### src/rtl/axi_stream_merge3.sv
// axi_stream_merge3: three-input AXI-Stream merger with one small FIFO per
// input, a round-robin arbiter, and a registered, tagged output stage.
// Each output beat is {port_id[1:0], payload}.
//
// Handshake semantics: on every port, a beat transfers on a rising clk edge
// where tvalid && tready are both high. A source holds tvalid/tdata stable
// until the transfer happens. sN_tready depends only on registered FIFO
// occupancy. m_tvalid/m_tdata are registers and do not change while they are
// stalled by m_tready low.
module axi_stream_merge3 #(
    parameter int DATA_W     = 22,
    parameter int FIFO_DEPTH = 4
) (
    input  logic                          clk,
    input  logic                          rst,
    input  logic                          s0_tvalid,
    input  logic [DATA_W-1:0]             s0_tdata,
    output logic                          s0_tready,
    input  logic                          s1_tvalid,
    input  logic [DATA_W-1:0]             s1_tdata,
    output logic                          s1_tready,
    input  logic                          s2_tvalid,
    input  logic [DATA_W-1:0]             s2_tdata,
    output logic                          s2_tready,
    output logic                          m_tvalid,
    output logic [DATA_W+1:0]             m_tdata,
    input  logic                          m_tready,
    output logic [$clog2(FIFO_DEPTH):0]   fill0,
    output logic [$clog2(FIFO_DEPTH):0]   fill1,
    output logic [$clog2(FIFO_DEPTH):0]   fill2
);

    localparam int PW = $clog2(FIFO_DEPTH);
    localparam int CW = PW + 1;
    localparam logic [CW-1:0] FULL = CW'(FIFO_DEPTH);

    // Per-port views of the inputs so the FIFO logic can be written once.
    logic [2:0]        in_valid;
    logic [DATA_W-1:0] in_data [3];

    // FIFO storage and bookkeeping. Pointers wrap naturally because the
    // depth is a power of two.
    logic [DATA_W-1:0] mem [3][FIFO_DEPTH];
    logic [PW-1:0]     wr_ptr [3];
    logic [PW-1:0]     rd_ptr [3];
    logic [CW-1:0]     fill [3];

    logic [2:0] not_full;
    logic [2:0] not_empty;
    logic [2:0] push;
    logic [2:0] pop;

    // Arbiter state and decisions.
    logic [1:0]        last_grant;
    logic [1:0]        grant_port;
    logic              grant_valid;
    logic              out_free;
    logic [DATA_W-1:0] head_data;

    assign in_valid   = {s2_tvalid, s1_tvalid, s0_tvalid};
    assign in_data[0] = s0_tdata;
    assign in_data[1] = s1_tdata;
    assign in_data[2] = s2_tdata;

    assign s0_tready = not_full[0];
    assign s1_tready = not_full[1];
    assign s2_tready = not_full[2];
    assign fill0     = fill[0];
    assign fill1     = fill[1];
    assign fill2     = fill[2];

    // FIFO status from registered occupancy; a full FIFO refuses writes
    // even if it is popped in the same cycle.
    always_comb begin
        not_full  = '0;
        not_empty = '0;
        push      = '0;
        for (int i = 0; i < 3; i++) begin
            not_full[i]  = (fill[i] != FULL);
            not_empty[i] = (fill[i] != '0);
            push[i]      = in_valid[i] && not_full[i];
        end
    end

    // Round-robin pick: scan starting one past the last granted port, pop
    // only when the output register can take the beat.
    always_comb begin
        out_free    = !m_tvalid || m_tready;
        grant_valid = |not_empty;
        grant_port  = 2'd0;
        case (last_grant)
            2'd0: begin
                if (not_empty[1])      grant_port = 2'd1;
                else if (not_empty[2]) grant_port = 2'd2;
                else                   grant_port = 2'd0;
            end
            2'd1: begin
                if (not_empty[2])      grant_port = 2'd2;
                else if (not_empty[0]) grant_port = 2'd0;
                else                   grant_port = 2'd1;
            end
            default: begin
                if (not_empty[0])      grant_port = 2'd0;
                else if (not_empty[1]) grant_port = 2'd1;
                else                   grant_port = 2'd2;
            end
        endcase
        pop = (out_free && grant_valid) ? (3'b001 << grant_port) : 3'b000;
        case (grant_port)
            2'd1:    head_data = mem[1][rd_ptr[1]];
            2'd2:    head_data = mem[2][rd_ptr[2]];
            default: head_data = mem[0][rd_ptr[0]];
        endcase
    end

    // FIFO storage writes; contents need no reset since occupancy gates reads.
    always_ff @(posedge clk) begin
        for (int i = 0; i < 3; i++) begin
            if (push[i]) begin
                mem[i][wr_ptr[i]] <= in_data[i];
            end
        end
    end

    // FIFO pointers and occupancy; push+pop together leaves occupancy unchanged.
    always_ff @(posedge clk) begin
        if (rst) begin
            for (int i = 0; i < 3; i++) begin
                wr_ptr[i] <= '0;
                rd_ptr[i] <= '0;
                fill[i]   <= '0;
            end
        end else begin
            for (int i = 0; i < 3; i++) begin
                if (push[i]) wr_ptr[i] <= wr_ptr[i] + PW'(1);
                if (pop[i])  rd_ptr[i] <= rd_ptr[i] + PW'(1);
                case ({push[i], pop[i]})
                    2'b10:   fill[i] <= fill[i] + CW'(1);
                    2'b01:   fill[i] <= fill[i] - CW'(1);
                    default: fill[i] <= fill[i];
                endcase
            end
        end
    end

    // Output register and grant history; held while stalled, emptied when
    // free with nothing to send.
    always_ff @(posedge clk) begin
        if (rst) begin
            m_tvalid   <= 1'b0;
            m_tdata    <= '0;
            last_grant <= 2'd2;
        end else if (out_free) begin
            if (grant_valid) begin
                m_tvalid   <= 1'b1;
                m_tdata    <= {grant_port, head_data};
                last_grant <= grant_port;
            end else begin
                m_tvalid   <= 1'b0;
            end
        end
    end

endmodule

### config.mk
export PLATFORM = sky130hd
export DESIGN_NAME = axi_stream_merge3
export DESIGN_NICKNAME = d
export VERILOG_FILES = /design/src/rtl/axi_stream_merge3.sv
export SDC_FILE = /design/constraint.sdc
export NUM_CORES = 1
export LEC_CHECK = 0
export ABC_AREA = 1
export CAP_MARGIN = 20
export CORE_UTILIZATION = 58
export DETAILED_ROUTE_END_ITERATION = 8
export PLACE_DENSITY = 0.8
export SLEW_MARGIN = 20
export SYNTH_ARGS = -nofsm -noshare
export SYNTH_HDL_FRONTEND = slang
export SYNTH_SLANG_ARGS = --single-unit
### constraint.sdc
create_clock -name clk -period 3.6 [get_ports clk]
set_clock_uncertainty 0.2 [all_clocks]
set_input_delay 0.72 -clock clk [delete_from_list [all_inputs] [get_ports clk]]
set_output_delay 0.72 -clock clk [all_outputs]
set_load 0.05 [all_outputs]
Yosys cells after proc, flatten, opt, wreduce, memory -nomap -nowiden

Memories as Yosys holds them, arrays and structs flattened.
Index checks and enable logic that the tools add are counted.

Order comparisons: 9
Shift operators: 1
Eq/ne operators: 12
Mux-type cells: 90
Bitwise gates (word level): 21
Add/subtract/negate cells: 12
Reduce and logical (&&, ||, !) cells: 18

Operators by type and width:

| kind                | number |
|---|---|
| $mux 88             | 3 |
| $mux 22             | 9 |
| $bmux 22 s2         | 3 |
| $demux 22 s2        | 3 |
| $mux 1              | 49 |
| $pmux 22 s2         | 1 |
| $mux 3              | 10 |
| $mux 2              | 11 |
| $ge 3x3->1 const B  | 6 |
| $not 2->3           | 6 |
| $or 1x1->1          | 15 |
| $add 2x1->2 const B | 6 |
| $eq 2x1->1 const B  | 5 |
| $add 3x1->3 const B | 3 |
| $lt 3x1->1 const B  | 3 |
| $ne 3x3->1 const B  | 3 |
| $reduce_bool 3->1   | 3 |
| $sub 3x1->3 const B | 3 |
| $eq 2x2->1 const B  | 4 |
| $logic_and 1x1->1   | 7 |
| $reduce_or 2->1     | 3 |
| $pmux 2 s2          | 1 |
| $reduce_or 3->1     | 1 |
| $shl 1x2->3 const A | 1 |
| other kinds (4)     | 4 |

Memories kept: 4
Word-level logic and storage cells: 170
Output and inout bits: 37
Register bits: 27
RAM bits: 285

Memory list:

| name   | depth | bits a word | rd ports | clocked after memory_dff | write ports | line | text |
|---|---|---|---|---|---|---|---|
| mem    | 3     | 88          | 3        | 0                        | 3           | 43   | `logic [DATA_W-1:0] mem [3][FIFO_DEPTH];` |
| fill   | 3     | 3           | 3        | 0                        | 3           | 46   | `logic [CW-1:0] fill [3];` |
| rd_ptr | 3     | 2           | 3        | 0                        | 3           | 45   | `logic [PW-1:0] rd_ptr [3];` |
| wr_ptr | 3     | 2           | 3        | 0                        | 3           | 44   | `logic [PW-1:0] wr_ptr [3];` |

Depth between registers and ports, before layout

Gate-level depths: netlist (run 1).
An unclocked memory read counts as a cell.

Depth after elaboration: 14
Depth in mapped cells: 20
Gate-level depth less buffers: 19

Least setup slack after synthesis (run 1)

No wires, ideal clock.

Path type: register -> register
Start point: memory fill[2][0] (netlist name)
End point: memory fill[1][2] (netlist name) (data pin)
Clock period less this slack: 3594 ps
Cell stages (with the launch flop): 17
Required time: 3254 ps
Arrival time: 3248 ps
Setup slack: 6 ps
Path through: edfxtp_1 inv_1 ha_1 inv_2 nor2_2 nand4_1 o211ai_1 ha_1 clkbuf_1 nand2_1 inv_1 ha_1 nand2_2 fa_1 xnor2_1 or2_2 a21oi_1

RTL lines:

| what            | line |
|---|---|
| start, declared | 46 |

==> impl_metrics.yaml, run 1 <==
setup_path:
  cp-end-kind: "register"
  required_ps: 3650
  cpLargestDelayFamily: "simple AND/OR/NAND/NOR gates"
  worstSetupPathType: "reg2reg"
  cp.arrival_ps: 3340
  path_buf_inv: 5
  start_kind: "register"
  cp_max_fo: 8
  max_stage_delay_ps: 440
  slowest_stage: "edfxtp_1"
  crit_chain: "inv_1, ha_1, inv_2, nor2_4, nand4_1, o211ai_1, inv_1, ha_1, nand2_1, inv_1, ha_1, o21ai_1, and2_1, nand3b_2, clkinv_2, nor2_1, nor2_2"
logic_synthesis:
  ys_async_sr_fraction_pct: 0
  synth_commonest_cells: "308 x nand2_1, 285 x edfxtp_1, 149 x inv_1"
  ys_types: 36
  synth_cells: 1237
  synth.ff_latch_count: 311
  synth_area_per_cell_um2: 10.9
  yosysMostFrequentCell: "nand2_1"
  synth_nets: 1335
  ys_seq_area_share_pct: 67.3
  yosys_most_used_dff: "edfxtp_1"
  mappedNetlistArea_um2: 13500
  netlist_top_cells_area: "edfxtp_1 63%, nand2_1 8.6%, nand3_1 5.0%"
  yosysTopAreaCellShare_pct: 63.4
  yosysTopAreaCell: "edfxtp_1"
  synth_edf_count: 285
  ys_warn_count: 0
detailed_routing:
  wl_per_cell_um: 17.9
  detail-route-antenna-nets: 0
  first_iter_violations: 834
  vias_per_cell: 5.49
  routed.top_layer: "met4"
  firstDrtPassIters: 5
  drc: 0
  met1_length_um: 12200
  route.met2.wl_um: 14500
  wl_met3_um: 1750
  routed_wirelength_um: 29800
  vias: 9109
cts:
  insertion_delay_ps: 550
  cts_buffers: 30
  hold_buffers: 0
  htreeDepth: 1
  clock_path_buffers: 3
  cts_root_buf: "clkbuf_16"
  clock-sinks: 311
  cts_tree: "done"
  clkTransAtPathRegs_ps: 60
sta:
  setup_viol: 0
  finalSetupTns_ps: 0
  worst_slack_ps: 305
  post-route-period-util_pct: 91.5
  drv_slew: 0
  hold_viol_final: 0
  rsz0062_at_grt: "false"
  period_needed_ps: 3300
  relSlewSlack_pct: 41.9
  max_freq_ghz: 0.303
  worst_slew_pin_slew_ps: 870
job:
  maxCapViolations: 0
die:
  die_w_um: 155
  io_pins: 109
  placementRows: 55
  core_um2: 22700
  die-area_um2: 23900
  die_h_um: 155
  start_util_pct: 59.4
placement:
  gp_congestion: 0.828
  place_area_um2: 14900
  dp_hpwl_um: 18300
  pre_cts_ws_ps: 165
  port_buffers: 108
global_routing:
  grt_pass1_wl_um: 46800
  grt_use_total_pct: 25.7
  grt_start_max_net_pins: 47
  antenna_found_initial: 0
  overflow: 0
  grt_pass1_vias: 8816
power_and_ir_drop:
  irDropWorstVdd_mv: 0.554
  p_leak_nw: 6.25
  p_total_mw: 13.2
  pwr_density_cell_nw_per_um2: 827
status:
  outcome: "complete, no violations"
finish:
  syn2layout_area_growth_pct: 17.9
  drive_gt1_share_pct: 10.0
  nets: 1448
  fin_area_um2: 15900
  antenna_cells: 0
min_path:
  hold_class: "reg2reg"
==> through the flow <==
stage          hold slack [ps]  utilization, %  std cells
2_1_floorplan              336               -       1237
3_3_place_gp               258            65.4       1601
3_5_place_dp               256            65.4       1601
4_1_cts                    266            69.9       1657
5_1_grt                    285            70.0       1659
6_report                   264            70.0       1659
==> metal layers <==
metal	vias up	global-route usage, %
met5	-	0
met3	73	2.97
met4	0	12.1
li1	4332	-
met2	358	42.7
met1	4346	34.1
==> flip-flops by register name (all words and copies together) (netlist names) <==
name,flops
mem,264
m_tdata,24
fill,9
rd_ptr,6
wr_ptr,6
last_grant,1
m_tvalid,1
==> worst reg2reg max path, cell delays in order (launching register included) <==
cell and delay [ps]:
edfxtp_1 440, inv_1 110, ha_1 210, inv_2 60, nor2_4 130, nand4_1 110, o211ai_1 180, inv_1 110
ha_1 220, nand2_1 110, inv_1 60, ha_1 200, o21ai_1 160, and2_1 180, nand3b_2 130, clkinv_2 140
nor2_1 60, nor2_2 180
==> logic make-up (layout without fill, tap and decap cells) <==
kind of cell,count (synthesis),after routing,share of synthesized area [%]
simple gates,566,566,17.7
flops,311,311,67.3
buf+inv,221,358,6.92
compound gates,106,106,5.10
fa+ha+maj,26,26,2.52
xor+xnor,7,7,0.455
==> area by class of cell <==
cell class,count,area (um2)
timing repair buffer,138,1310
clock inverter,17,215
tap,285,357
inverter,164,619
sequential,311,9080
clock buffer,39,816
fill,1548,6800
multi-input combinational,705,3510
==> timing repair <==
action / in CTS / in global routing
gates resized for setup: 0 / 3
endpoints found under the setup margin: 0 / 3
setup buffers: 0 / 2
==> power by group <==
| part | total (mW) | switching [mW] | internal (mW) |
|---|---|---|---|
| clock network | 3.24 | 1.29 | 1.95 |
| registers | 4.97 | 0.301 | 4.67 |
| logic | 4.94 | 3.42 | 1.52 |
==> cells in the final DEF, fill, tap and decap left out, drive strengths merged <==
cell / n
or2: 2
xnor2: 6
xor2: 1
clkbuf: 39
fa: 2
nand3b: 2
o21ai: 52
dfxtp: 26
inv: 162
o31ai: 1
buf: 30
clkinvlp: 5
clkdlybuf4s50: 108
bufinv: 5
a21oi: 28
nand4: 1
nor2: 106
nand2: 315
ha: 24
nand3: 139
clkinv: 9
o211ai: 25
edfxtp: 285
and2: 1
==> final timing paths <==
path               start     endpoint  slack (ps)  depth (start not counted)
max           fill[2][0]   fill[1][1]         300                         17
min          m_tdata[23]  m_tdata[23]         260                          2
max reg2reg   fill[2][0]   fill[1][1]         300                         17
min reg2reg  m_tdata[23]  m_tdata[23]         260                          2
Power figures use the tool's default switching activity.
==> run 2: changes to the inputs <==
Settings changed: PLACE_DENSITY 0.8 to 0.77.
==> impl_metrics.yaml, run 2 (synthesis gave the netlist of run 1 again) <==
placement:
  dp_hpwl_um: 18400
  gp_congestion: 0.832
  port_buffers: 108
finish:
  largest_register_ffs: 264
  layout_common_cells: "308 x nand2_1, 285 x edfxtp_1, 149 x inv_1"
  syn2layout_area_growth_pct: 18.2
  final_common_cell: "nand2_1"
  drive_gt1_share_pct: 10.5
  nets: 1448
  final_util_pct: 70.2
global_routing:
  grt_pass1_wl_um: 46000
  grt_start_max_net_pins: 47
  antenna_found_initial: 1
  grt_pass1_vias: 8641
  overflow: 0
  grt_use_total_pct: 25.3
detailed_routing:
  first_iter_violations: 804
  firstDrtPassIters: 5
  detail-route-antenna-nets: 0
  routed_wirelength_um: 29700
  wl_per_cell_um: 17.9
  vias_per_cell: 5.49
  vias: 9120
  drc: 0
cts:
  hold_buffers: 0
  cts_setup_buffers: 0
  clock-sinks: 311
  htreeDepth: 1
  clock_path_buffers: 3
  cts_tree: "done"
  cts_root_buf: "clkbuf_16"
  cts_buffers: 31
  clkTransAtPathRegs_ps: 70
  insertion_delay_ps: 550
setup_path:
  start_kind: "register"
  cp_max_fo: 8
  cp-end-kind: "register"
  slowest_stage: "edfxtp_1"
  cp.arrival_ps: 3390
  crit_chain: "inv_1, ha_1, inv_2, nor2_4, nand4_1, o211ai_1, inv_1, ha_1, nand2_1, inv_1, ha_1, o21ai_0, and2_1, nand3b_2, clkinv_2, nor2_1, nor2_2"
  required_ps: 3650
  worstSetupPathType: "reg2reg"
  max_stage_delay_ps: 440
job:
  maxCapViolations: 0
die:
  start_util_pct: 59.4
  core_um2: 22700
  placementRows: 55
  die-area_um2: 23900
  die_h_um: 155
  die_w_um: 155
  io_pins: 109
power_and_ir_drop:
  p_leak_nw: 6.29
  p_total_mw: 13.2
  pwr_density_cell_nw_per_um2: 828
  irDropWorstVdd_mv: 0.784
sta:
  relSlewSlack_pct: 32.2
  hold_viol_final: 0
  setup_viol: 0
  max_freq_ghz: 0.300
  worst_slew_pin_slew_ps: 1010
  period_needed_ps: 3330
  post-route-period-util_pct: 92.6
  finalSetupTns_ps: 0
  drv_slew: 0
  rsz0062_at_grt: "false"
min_path:
  hold_class: "reg2reg"
status:
  outcome: "complete, no violations"
## run 2: cell count changes in the layout (fill, tap and decap cells not counted), sizes merged
cell,delta
diode,+1
clkbuf,+7
clkinvlp,-5
clkinv,+2
inv,+1
buf,-1
bufinv,-3
## run 2: power breakdown
part	switching [mW]	internal (mW)	total [mW]
clock	1.32	1.96	3.28
sequential	0.286	4.67	4.95
combinational	3.45	1.51	4.97
## run 2: final timing paths
check | from | endpoint | slack (ps) | cells after the start
worst min-delay path | m_tdata[23] | m_tdata[23] | 270 | 2
worst max-delay path | fill[2][0] | fill[1][0] | 270 | 17
worst max register to register | fill[2][0] | fill[1][0] | 270 | 17
worst min register to register | m_tdata[23] | m_tdata[23] | 270 | 2
## run 2: critical path: cells and delay by family (launching register included)
kind	cells	cell delay [ps]
AND/OR/NAND/NOR	7	880
buffers and inverters	5	490
flip-flops	1	440
adder cells (fa/ha/maj)	3	640
AO/OA/AOI/OAI	2	380
## run 2: per-layer routing
metal,global-route usage [%],share of wire (%)
met5,0,0
met4,12.0,4.4
met3,4.01,7.7
met2,41.6,48
met1,33.3,40
## run 2: final cells by class
type | count | area [um2]
Multi-Input combinational cell | 705 | 3510
Clock buffer | 46 | 945
Sequential cell | 311 | 9080
Tap cell | 285 | 357
Inverter | 164 | 619
Antenna cell | 1 | 2.50
Fill cell | 1586 | 6770
Timing Repair Buffer | 137 | 1300
Clock inverter | 12 | 124
## run 2: through the flow
stage	cell area [um2]	setup WS (ps)	instances	hold slack, ps
2_1_floorplan	13500	5.67	1237	336
3_3_place_gp	14900	292	1602	256
3_5_place_dp	14900	125	1602	259
4_1_cts	15900	108	1660	269
5_1_grt	15900	30.1	1660	286
6_report	15900	266	1661	272
## run 2: timing repair
action | in CTS | in global routing
setup endpoints to repair | 0 | 3
endpoints found under the hold margin | 0 | 0
gates resized for setup | 0 | 2
